===== config.mk =====
export PLATFORM = sky130hd
export DESIGN_NAME = uart_tx_sequencer
export DESIGN_NICKNAME = d
export VERILOG_FILES = /design/src/rtl/uart_tx_sequencer.sv
export SDC_FILE = /design/constraint.sdc
export NUM_CORES = 1
export LEC_CHECK = 0
export BUFFER_PORTS_ARGS = -buffer_cell sky130_fd_sc_hd__buf_2
export CAP_MARGIN = 40
export CORE_MARGIN = 2
export CORE_UTILIZATION = 57
export CTS_CLUSTER_SIZE = 24
export DETAILED_ROUTE_END_ITERATION = 16
export PLACE_DENSITY_LB_ADDON = 0.08
export SLEW_MARGIN = 20
export SYNTH_ARGS = -nofsm -noshare
export SYNTH_HDL_FRONTEND = slang
export SYNTH_SLANG_ARGS = --single-unit

===== constraint.sdc =====
create_clock -name clk -period 4.61 [get_ports clk]
set_clock_uncertainty 0.05 [all_clocks]
set_input_delay 0.2305 -clock clk [delete_from_list [all_inputs] [get_ports clk]]
set_output_delay 0.2305 -clock clk [all_outputs]
set_load 0.05 [all_outputs]

===== src/rtl/uart_tx_sequencer.sv =====
`default_nettype none
// ============================================================================
// Module      : uart_tx_sequencer
// Description : Byte FIFO that feeds the single-byte UART_TX engine and owns
//               its start_TX / SBUF_in handshake. Define UART_TX_SEQ_INT_EN
//               to build the tx_empty_int pulse and same-edge push bypass.
// Revision    : 1.0 - initial release
// ============================================================================
module uart_tx_sequencer #(
    parameter int FIFO_DEPTH     = 16,
    parameter int FIFO_ADDR_BITS = 4,
    parameter int GUARD_CYCLES   = 0,
    parameter int ACK_TIMEOUT    = 4
) (
    input  logic                    clk,
    input  logic                    reset,
    input  logic                    sync_reset,
    input  logic                    wr_en,
    input  logic [7:0]              wr_data,
    output logic                    fifo_full,
    output logic [FIFO_ADDR_BITS:0] fifo_count,
    output logic                    busy,
    output logic                    overflow,
    output logic                    ack_err,
    output logic                    start_TX,
    output logic [7:0]              tx_data,
    input  logic                    tx_active,
    output logic                    tx_empty_int
);

    localparam logic [2:0] c_IDLE     = 3'd0;
    localparam logic [2:0] c_LAUNCH   = 3'd1;
    localparam logic [2:0] c_ACK_WAIT = 3'd2;
    localparam logic [2:0] c_BUSY     = 3'd3;
    localparam logic [2:0] c_GAP      = 3'd4;

    localparam int                    c_ACK_W    = $clog2(ACK_TIMEOUT);
    localparam logic [c_ACK_W-1:0]    c_ACK_LAST = c_ACK_W'(ACK_TIMEOUT - 1);
    localparam logic [7:0]            c_GUARD    = 8'(GUARD_CYCLES);
    localparam logic [FIFO_ADDR_BITS:0] c_FULL   = (FIFO_ADDR_BITS + 1)'(FIFO_DEPTH);

    logic [7:0]                r_mem [FIFO_DEPTH];
    logic [FIFO_ADDR_BITS-1:0] r_wr_ptr;
    logic [FIFO_ADDR_BITS-1:0] r_rd_ptr;
    logic [FIFO_ADDR_BITS:0]   r_count;
    logic [2:0]                r_state;
    logic [7:0]                r_gap_cnt;
    logic [c_ACK_W-1:0]        r_ack_cnt;
    logic                      r_full;
    logic                      r_busy;
    logic                      r_overflow;
    logic                      r_ack_err;
    logic                      r_start_tx;
    logic [7:0]                r_tx_data;

    logic [2:0]                w_next_state;
    logic                      w_pop;
    logic                      w_push;
    logic                      w_drop;
    logic                      w_bypass;
    logic                      w_ack_timeout;
    logic [FIFO_ADDR_BITS:0]   w_next_count;
`ifdef UART_TX_SEQ_INT_EN
    logic                      w_int_pulse;
    logic                      r_tx_empty_int;
`endif

    always_comb begin
        w_next_state  = r_state;
        w_pop         = 1'b0;
        w_bypass      = 1'b0;
        w_ack_timeout = 1'b0;
`ifdef UART_TX_SEQ_INT_EN
        w_int_pulse   = 1'b0;
`endif
        case (r_state)
            c_IDLE: begin
                if (r_count != '0) begin
                    w_next_state = c_LAUNCH;
                    w_pop        = 1'b1;
                end
            end
            c_LAUNCH: w_next_state = c_ACK_WAIT;
            c_ACK_WAIT: begin
                if (tx_active) begin
                    w_next_state = c_BUSY;
                end else if (r_ack_cnt == c_ACK_LAST) begin
                    w_next_state  = c_GAP;
                    w_ack_timeout = 1'b1;
                end
            end
            c_BUSY: begin
                if (!tx_active) w_next_state = c_GAP;
            end
            c_GAP: begin
                if (r_gap_cnt == 8'd0) begin
                    if (r_count != '0) begin
                        w_next_state = c_LAUNCH;
                        w_pop        = 1'b1;
`ifdef UART_TX_SEQ_INT_EN
                    // A byte arriving on the drain edge goes straight to UART_TX
                    end else if (wr_en) begin
                        w_next_state = c_LAUNCH;
                        w_bypass     = 1'b1;
                    end else begin
                        w_next_state = c_IDLE;
                        w_int_pulse  = 1'b1;
`else
                    end else begin
                        w_next_state = c_IDLE;
`endif
                    end
                end
            end
            default: w_next_state = c_IDLE;
        endcase

        // A pop on the same edge frees a slot, so a push into a full FIFO still lands
        w_push = wr_en & ~w_bypass & ((r_count != c_FULL) | w_pop);
        w_drop = wr_en & ~w_bypass & (r_count == c_FULL) & ~w_pop;

        w_next_count = r_count;
        if (w_push && !w_pop) begin
            w_next_count = r_count + 1'b1;
        end else if (!w_push && w_pop) begin
            w_next_count = r_count - 1'b1;
        end
    end

    always_ff @(posedge clk) begin
        if (w_push) r_mem[r_wr_ptr] <= wr_data;
    end

    always_ff @(posedge clk or posedge reset) begin
        if (reset) begin
            r_state    <= c_IDLE;
            r_wr_ptr   <= '0;
            r_rd_ptr   <= '0;
            r_count    <= '0;
            r_gap_cnt  <= 8'd0;
            r_ack_cnt  <= '0;
            r_full     <= 1'b0;
            r_busy     <= 1'b0;
            r_overflow <= 1'b0;
            r_ack_err  <= 1'b0;
            r_start_tx <= 1'b0;
            r_tx_data  <= 8'd0;
        end else if (sync_reset) begin
            r_state    <= c_IDLE;
            r_wr_ptr   <= '0;
            r_rd_ptr   <= '0;
            r_count    <= '0;
            r_gap_cnt  <= 8'd0;
            r_ack_cnt  <= '0;
            r_full     <= 1'b0;
            r_busy     <= 1'b0;
            r_overflow <= 1'b0;
            r_ack_err  <= 1'b0;
            r_start_tx <= 1'b0;
            r_tx_data  <= 8'd0;
        end else begin
            r_state    <= w_next_state;
            r_count    <= w_next_count;
            r_full     <= (w_next_count == c_FULL);
            r_busy     <= (w_next_state != c_IDLE) | (w_next_count != '0);
            r_overflow <= r_overflow | w_drop;
            r_ack_err  <= r_ack_err | w_ack_timeout;
            r_start_tx <= (w_next_state == c_LAUNCH);

            if (w_push) r_wr_ptr <= r_wr_ptr + 1'b1;
            if (w_pop) begin
                r_rd_ptr  <= r_rd_ptr + 1'b1;
                r_tx_data <= r_mem[r_rd_ptr];
            end else if (w_bypass) begin
                r_tx_data <= wr_data;
            end

            if (r_state != c_GAP && w_next_state == c_GAP) begin
                r_gap_cnt <= c_GUARD;
            end else if (r_state == c_GAP && r_gap_cnt != 8'd0) begin
                r_gap_cnt <= r_gap_cnt - 8'd1;
            end

            if (r_state != c_ACK_WAIT) begin
                r_ack_cnt <= '0;
            end else begin
                r_ack_cnt <= r_ack_cnt + 1'b1;
            end
        end
    end

`ifdef UART_TX_SEQ_INT_EN
    always_ff @(posedge clk or posedge reset) begin
        if (reset) begin
            r_tx_empty_int <= 1'b0;
        end else if (sync_reset) begin
            r_tx_empty_int <= 1'b0;
        end else begin
            r_tx_empty_int <= w_int_pulse;
        end
    end
    assign tx_empty_int = r_tx_empty_int;
`else
    assign tx_empty_int = 1'b0;
`endif

    assign fifo_full  = r_full;
    assign fifo_count = r_count;
    assign busy       = r_busy;
    assign overflow   = r_overflow;
    assign ack_err    = r_ack_err;
    assign start_TX   = r_start_tx;
    assign tx_data    = r_tx_data;

endmodule
`default_nettype wire


Yosys cells after proc, flatten, opt, wreduce, memory -nomap -nowiden
Memories as Yosys holds them, arrays and structs flattened. Cells that the tools add are included.

Register bits: 39. RAM bits: 128. Memories: 1.

Add/subtract/negate cells: 6. Equality and inequality tests: 12. Muxes and demuxes: 35. Bitwise logic cells: 8. Reduce and logical (&&, ||, !) cells: 15.

Memories: r_mem (depth 16, width 8, read ports 1, clocked after Yosys merged registers in 0, wr ports 1, line 42) `logic [7:0] r_mem [FIFO_DEPTH];`.

Operators with widths (number): 2-to-1 mux 8 bit (5); 2-to-1 mux 3 bit (6); 2-to-1 mux 4 bit (4); 2-to-1 mux 5 bit (3); one-hot mux 3 bit (5 select lines) (1); 2-to-1 mux 1 bit (13); == test 5 bit, second input constant (2); nonzero test 5 bit (2); adder 4 x 1 -> 4 bit, second input constant (2); logical NOT 8 bit (1); nonzero test 8 bit (1); subtractor 8 x 1 -> 8 bit, second input constant (1); == test 3 x 1 -> 1 bit, second input constant (2); == test 3 x 2 -> 1 bit, second input constant (2); == test 3 bit, second input constant (2); nonzero test 3 bit (2); adder 5 x 1 -> 5 bit, second input constant (1); inequality test 5 bit, second input constant (1); subtractor 5 x 1 -> 5 bit, second input constant (1); logical AND 1 bit (4); 2-to-1 mux 2 bit (2); bitwise OR 1 bit (4); nonzero test 2 bit (2); bitwise AND 1 bit (3); 8 further kinds (9).

Longest topological paths before layout
Depth in word-level cells: 13. Mapped depth: 9. Gate-level depth less buffers: 8.

Least setup slack after synthesis
Ideal clock, no wire load.

Path type: reg-to-reg. Start point: register r_count[0] (netlist: fifo_count[0]). End point: memory r_mem[1][0] (enable). Library setup time: 395 ps. Data arrival time: 2877 ps. Path slack: 1289 ps. Cell stages (with the launch flop): 9. Path buffers: 1. Period minus slack after synthesis: 3321 ps. Path through: dfrtp_1 > inv_1 > ha_1 > nor3b_2 > a21oi_2 > and2_1 > buf_4 > o21ai_1 > nor4_1.

Longest elaborated chain between the ends: 8.

Ends and longest elaborated chain: start, declared (line 45) `logic [FIFO_ADDR_BITS:0] r_count;`; start signal, assigned (line 163) `r_count <= w_next_count;`; nonzero test 5 bit (line 78, 97); 2-to-1 mux 1 bit (line 78, 97); 2-to-1 mux 1 bit (line 96) `if (r_gap_cnt == 8'd0) begin`; one-hot mux 1 bit (2 select lines) (line 76) `case (r_state)`; bitwise OR 1 bit (*) (line 119) `w_push = wr_en & ~w_bypass & ((r_count != c_FULL) | w_pop);`; bitwise AND 1 bit (*) (line 119); 2-to-1 mux 1 bit (*) (line 131) `if (w_push) r_mem[r_wr_ptr] <= wr_data;`; 2-to-1 mux 1 bit (not written as such) (*) (line 131); end, declared (line 42).

Mark *: on every way between the ends. The rest lies on a longest branch, timed or not.

Worst setup path in the final report
Start point: register r_gap_cnt[2]. End point: memory r_mem[13][3] (enable).

Longest elaborated chain between the ends: 7.

Ends and longest elaborated chain: start, declared (line 47) `logic [7:0] r_gap_cnt;`; start signal, assigned (line 179) `r_gap_cnt <= c_GUARD;`; start signal, assigned (line 181) `r_gap_cnt <= r_gap_cnt - 8'd1;`; logical NOT 8 bit (line 96); 2-to-1 mux 1 bit (line 96); one-hot mux 1 bit (2 select lines) (line 76); bitwise OR 1 bit (line 119); bitwise AND 1 bit (line 119); 2-to-1 mux 1 bit (line 131); 2-to-1 mux 1 bit (not written as such) (line 131).

No other way between the ends.

==> impl_metrics.tcl <==
set metrics [dict create \
    place_congestion 0.874 \
    arrival_ns 3.44 \
    fin_nets 488 \
    power_switching_mw 1.45 \
    worst_ep_required_time_ns 4.61 \
    cp-start-kind "flip-flop" \
    yosysWarnings 0 \
    postSynthAreaPerCell_um2 16.5 \
    synth_fp_nets 451 \
    grt_pass1_wl_mm 21.8 \
    dpl.cell_count 613 \
    clock_sinks 167 \
    outcome "complete, no violations" \
    pwr-share-clk 0.309 \
    die_h_um 115 \
    netlist_area_um2 7050 \
    path_cells "or4_4 -> o41ai_4 -> nand2_4 -> a31oi_2 -> nand3_1 -> nor2_1" \
    slew_violations 0 \
    synth_edf_count 128 \
    grt_max_degree 40 \
    rsz0062_at_grt "false" \
    rows 40 \
    cts_resized 0 \
    wl_met3_um 767 \
    worstSetupEndpointType "flip-flop" \
    yosysTopAreaCell "edfxtp_1" \
    syn_to_final_growth_pct 13.5 \
    crit_slowest_cell "o41ai_4" \
    initial_utilization 0.584 \
    clk_path_buf_depth 2 \
    final.fill_count 849 \
    clk_pin_slew_ns 0.06 \
    final_antenna_net_count 0 \
    rr_worst_depth 6 \
    whs_ns 0.0363 \
    relSlewSlack 0.519 \
    grt.total_usage 0.233 \
    yosysMostFrequentCell "edfxtp_1" \
    root_buffer "clkbuf_16" \
    via_count 3850 \
    m1WireLength_mm 5.79 \
    drv_cap 0 \
    dpl_cell_area_um2 7400 \
    setup_viol 0 \
    highest_layer "met4" \
    postSynth.asyncResetShare 0.234 \
    synth_cell_types 55 \
    postLayoutCoreUtil 0.663 \
    vdd_ir_drop_max_v 0.000279 \
    hold_violations 0 \
    ff2ff_setup_slack_ns 1.17 \
    synthTopCellsByCount "edfxtp_1, mux4_2, dfrtp_1, nor2_1, nand2_1" \
    finalNonFillerCells 646 \
    die_x_um 115 \
    dpl_worst_slack_ns 1.19 \
    wl_per_cell_um 21.5 \
    fin_setup_tns_ns 0 \
    clock_latency_ns 0.42 \
    swShare 0.320 \
    fmax_mhz 291 \
    routed_wirelength_mm 13.9 \
    critical_path.max_fanout 13 \
    combPwrFrac 0.277 \
    max_stage_delay_ns 0.61 \
    place_hpwl_mm 9.47 \
    power_mw 4.52 \
    core_um2 12100 \
    htree_levels 4 \
    ys_ff_latch 167 \
    r2r-start "r_gap_cnt[2]" \
    sequentialPowerShare 0.414 \
    viasPerCell 5.96 \
    ioPinCount 32 \
    crit_type "flip-flop to flip-flop" \
    drtPass1Iterations 4 \
    globalRouteOverflowTotal 0 \
    cts_tree "done" \
    drive_gt1_frac 0.255 \
    drc 0 \
    synth_top_area_frac 0.545 \
    synthTopCellsByArea "edfxtp_1, dfrtp_1, mux4_2" \
    first_global_vias 3767 \
    antenna_found_initial 0 \
    p_per_area_nw_per_um2 565 \
    n_antenna_cell 0 \
    layout_setup_ws_ns 1.17 \
    leakage_nw 2.87 \
    worst_slew_pin_slew_ns 0.718 \
    stdcell_area_um2 8000 \
    worstSetupEndpoint "r_mem[13][3]" \
    fin_crit_ns 3.44 \
    io_buffers 30 \
    fin_crit_sh 0.746 \
    drt_iter0_markers 399 \
    hp-class "input pin to flip-flop" \
    syn_inst 428 \
    route.met2.wl_mm 7.06 \
    die-area_um2 13300 \
    startpoint "r_gap_cnt[2]" \
    rr_endpoint "r_mem[13][3]" \
    p_int_mw 3.07 \
    yosys_most_used_dff "edfxtp_1" \
    ys_seq_area_frac 0.684 \
    hold_depth 3 \
    numCtsBuffers 17 \
]
[cells by family (layout without fill, tap and decap cells)]
group	Yosys count	after routing	synth area share
mux	44	44	0.134
simple gates	111	111	0.0793
xor+xnor	14	14	0.0174
fa+ha+maj	10	10	0.0177
compound gates	41	41	0.0435
buf+inv	40	90	0.0241
flops	167	167	0.684
other cells	1	1	0.000532
[how the worst min path moves through the flow]
stage          startpoint  slack [ns]           to
4_1_cts         tx_active        0.02   r_state[0]
3_5_place_dp        reset        0.32  r_rd_ptr[2]
2_1_floorplan  sync_reset        0.26   r_state[1]
6_report        tx_active        0.04   r_state[0]
5_1_grt         tx_active        0.04   r_state[0]
3_3_place_gp        reset        0.31  r_rd_ptr[2]
[cell type report]
| cell class | instances | area, um^2 | share of cell area |
|---|---|---|---|
| flip-flops and latches | 167 | 4820 | 0.603 |
| multi-input cells | 221 | 2060 | 0.257 |
| clock buffers | 19 | 433 | 0.0541 |
| repair buffers | 44 | 270 | 0.0338 |
| well taps | 168 | 210 | 0.0263 |
| clock inverters | 13 | 154 | 0.0192 |
| inverters | 14 | 52.6 | 0.00657 |
[cell usage in the layout (no fill, tap or decap), types with 3 or more instances in the layout]
| cell type | count |
|---|---|
| and3_1 | 5 |
| nand3_1 | 7 |
| xnor2_1 | 6 |
| buf_4 | 12 |
| nor4b_1 | 4 |
| nor4_1 | 5 |
| o211ai_1 | 3 |
| xor2_1 | 8 |
| mux2i_1 | 3 |
| dfrtp_1 | 38 |
| inv_1 | 14 |
| clkbuf_16 | 17 |
| nor3_1 | 4 |
| ha_1 | 10 |
| nand2_1 | 27 |
| nand4_1 | 4 |
| edfxtp_1 | 128 |
| a21oi_1 | 18 |
| buf_2 | 30 |
| bufinv_16 | 3 |
| clkinv_1 | 3 |
| nor2_1 | 39 |
| mux4_2 | 40 |
[what timing repair did]
item,CTS,global route
hold buffers,1,0
setup buffers,0,0
endpoints found under the hold margin,39,0
[per-layer routing]
metal	vias to the layer above	GRT usage
met5	-	0
met2	135	0.380
met1	1971	0.317
met3	24	0.0474
met4	0	0.0819
li1	1720	-
[power by group through the flow]
stage               Sequential (mW)  Clock [mW]  Combinational (mW)
global placement               1.92           0                1.20
global route                   1.89        1.48                1.36
detailed placement             1.91           0                1.25
finish                         1.87        1.39                1.25
floorplan                      2.03           0               0.810
CTS                            1.87        1.42                1.26
[flip-flops by register name (all words and copies together) (netlist names)]
name	cells
ack_err	1
busy	1
fifo_count	5
fifo_full	1
overflow	1
r_ack_cnt	2
r_gap_cnt	8
r_mem	128
r_rd_ptr	4
r_state	3
r_wr_ptr	4
start_TX	1
tx_data	8
[worst max-delay path, delay by kind of cell, from the launching register on]
family / cells / cell delay [ns]
simple gates: 4 / 1.58
compound gates: 2 / 1.01
flops: 1 / 0.42
Note: power is estimated with default switching activity, not from simulation.
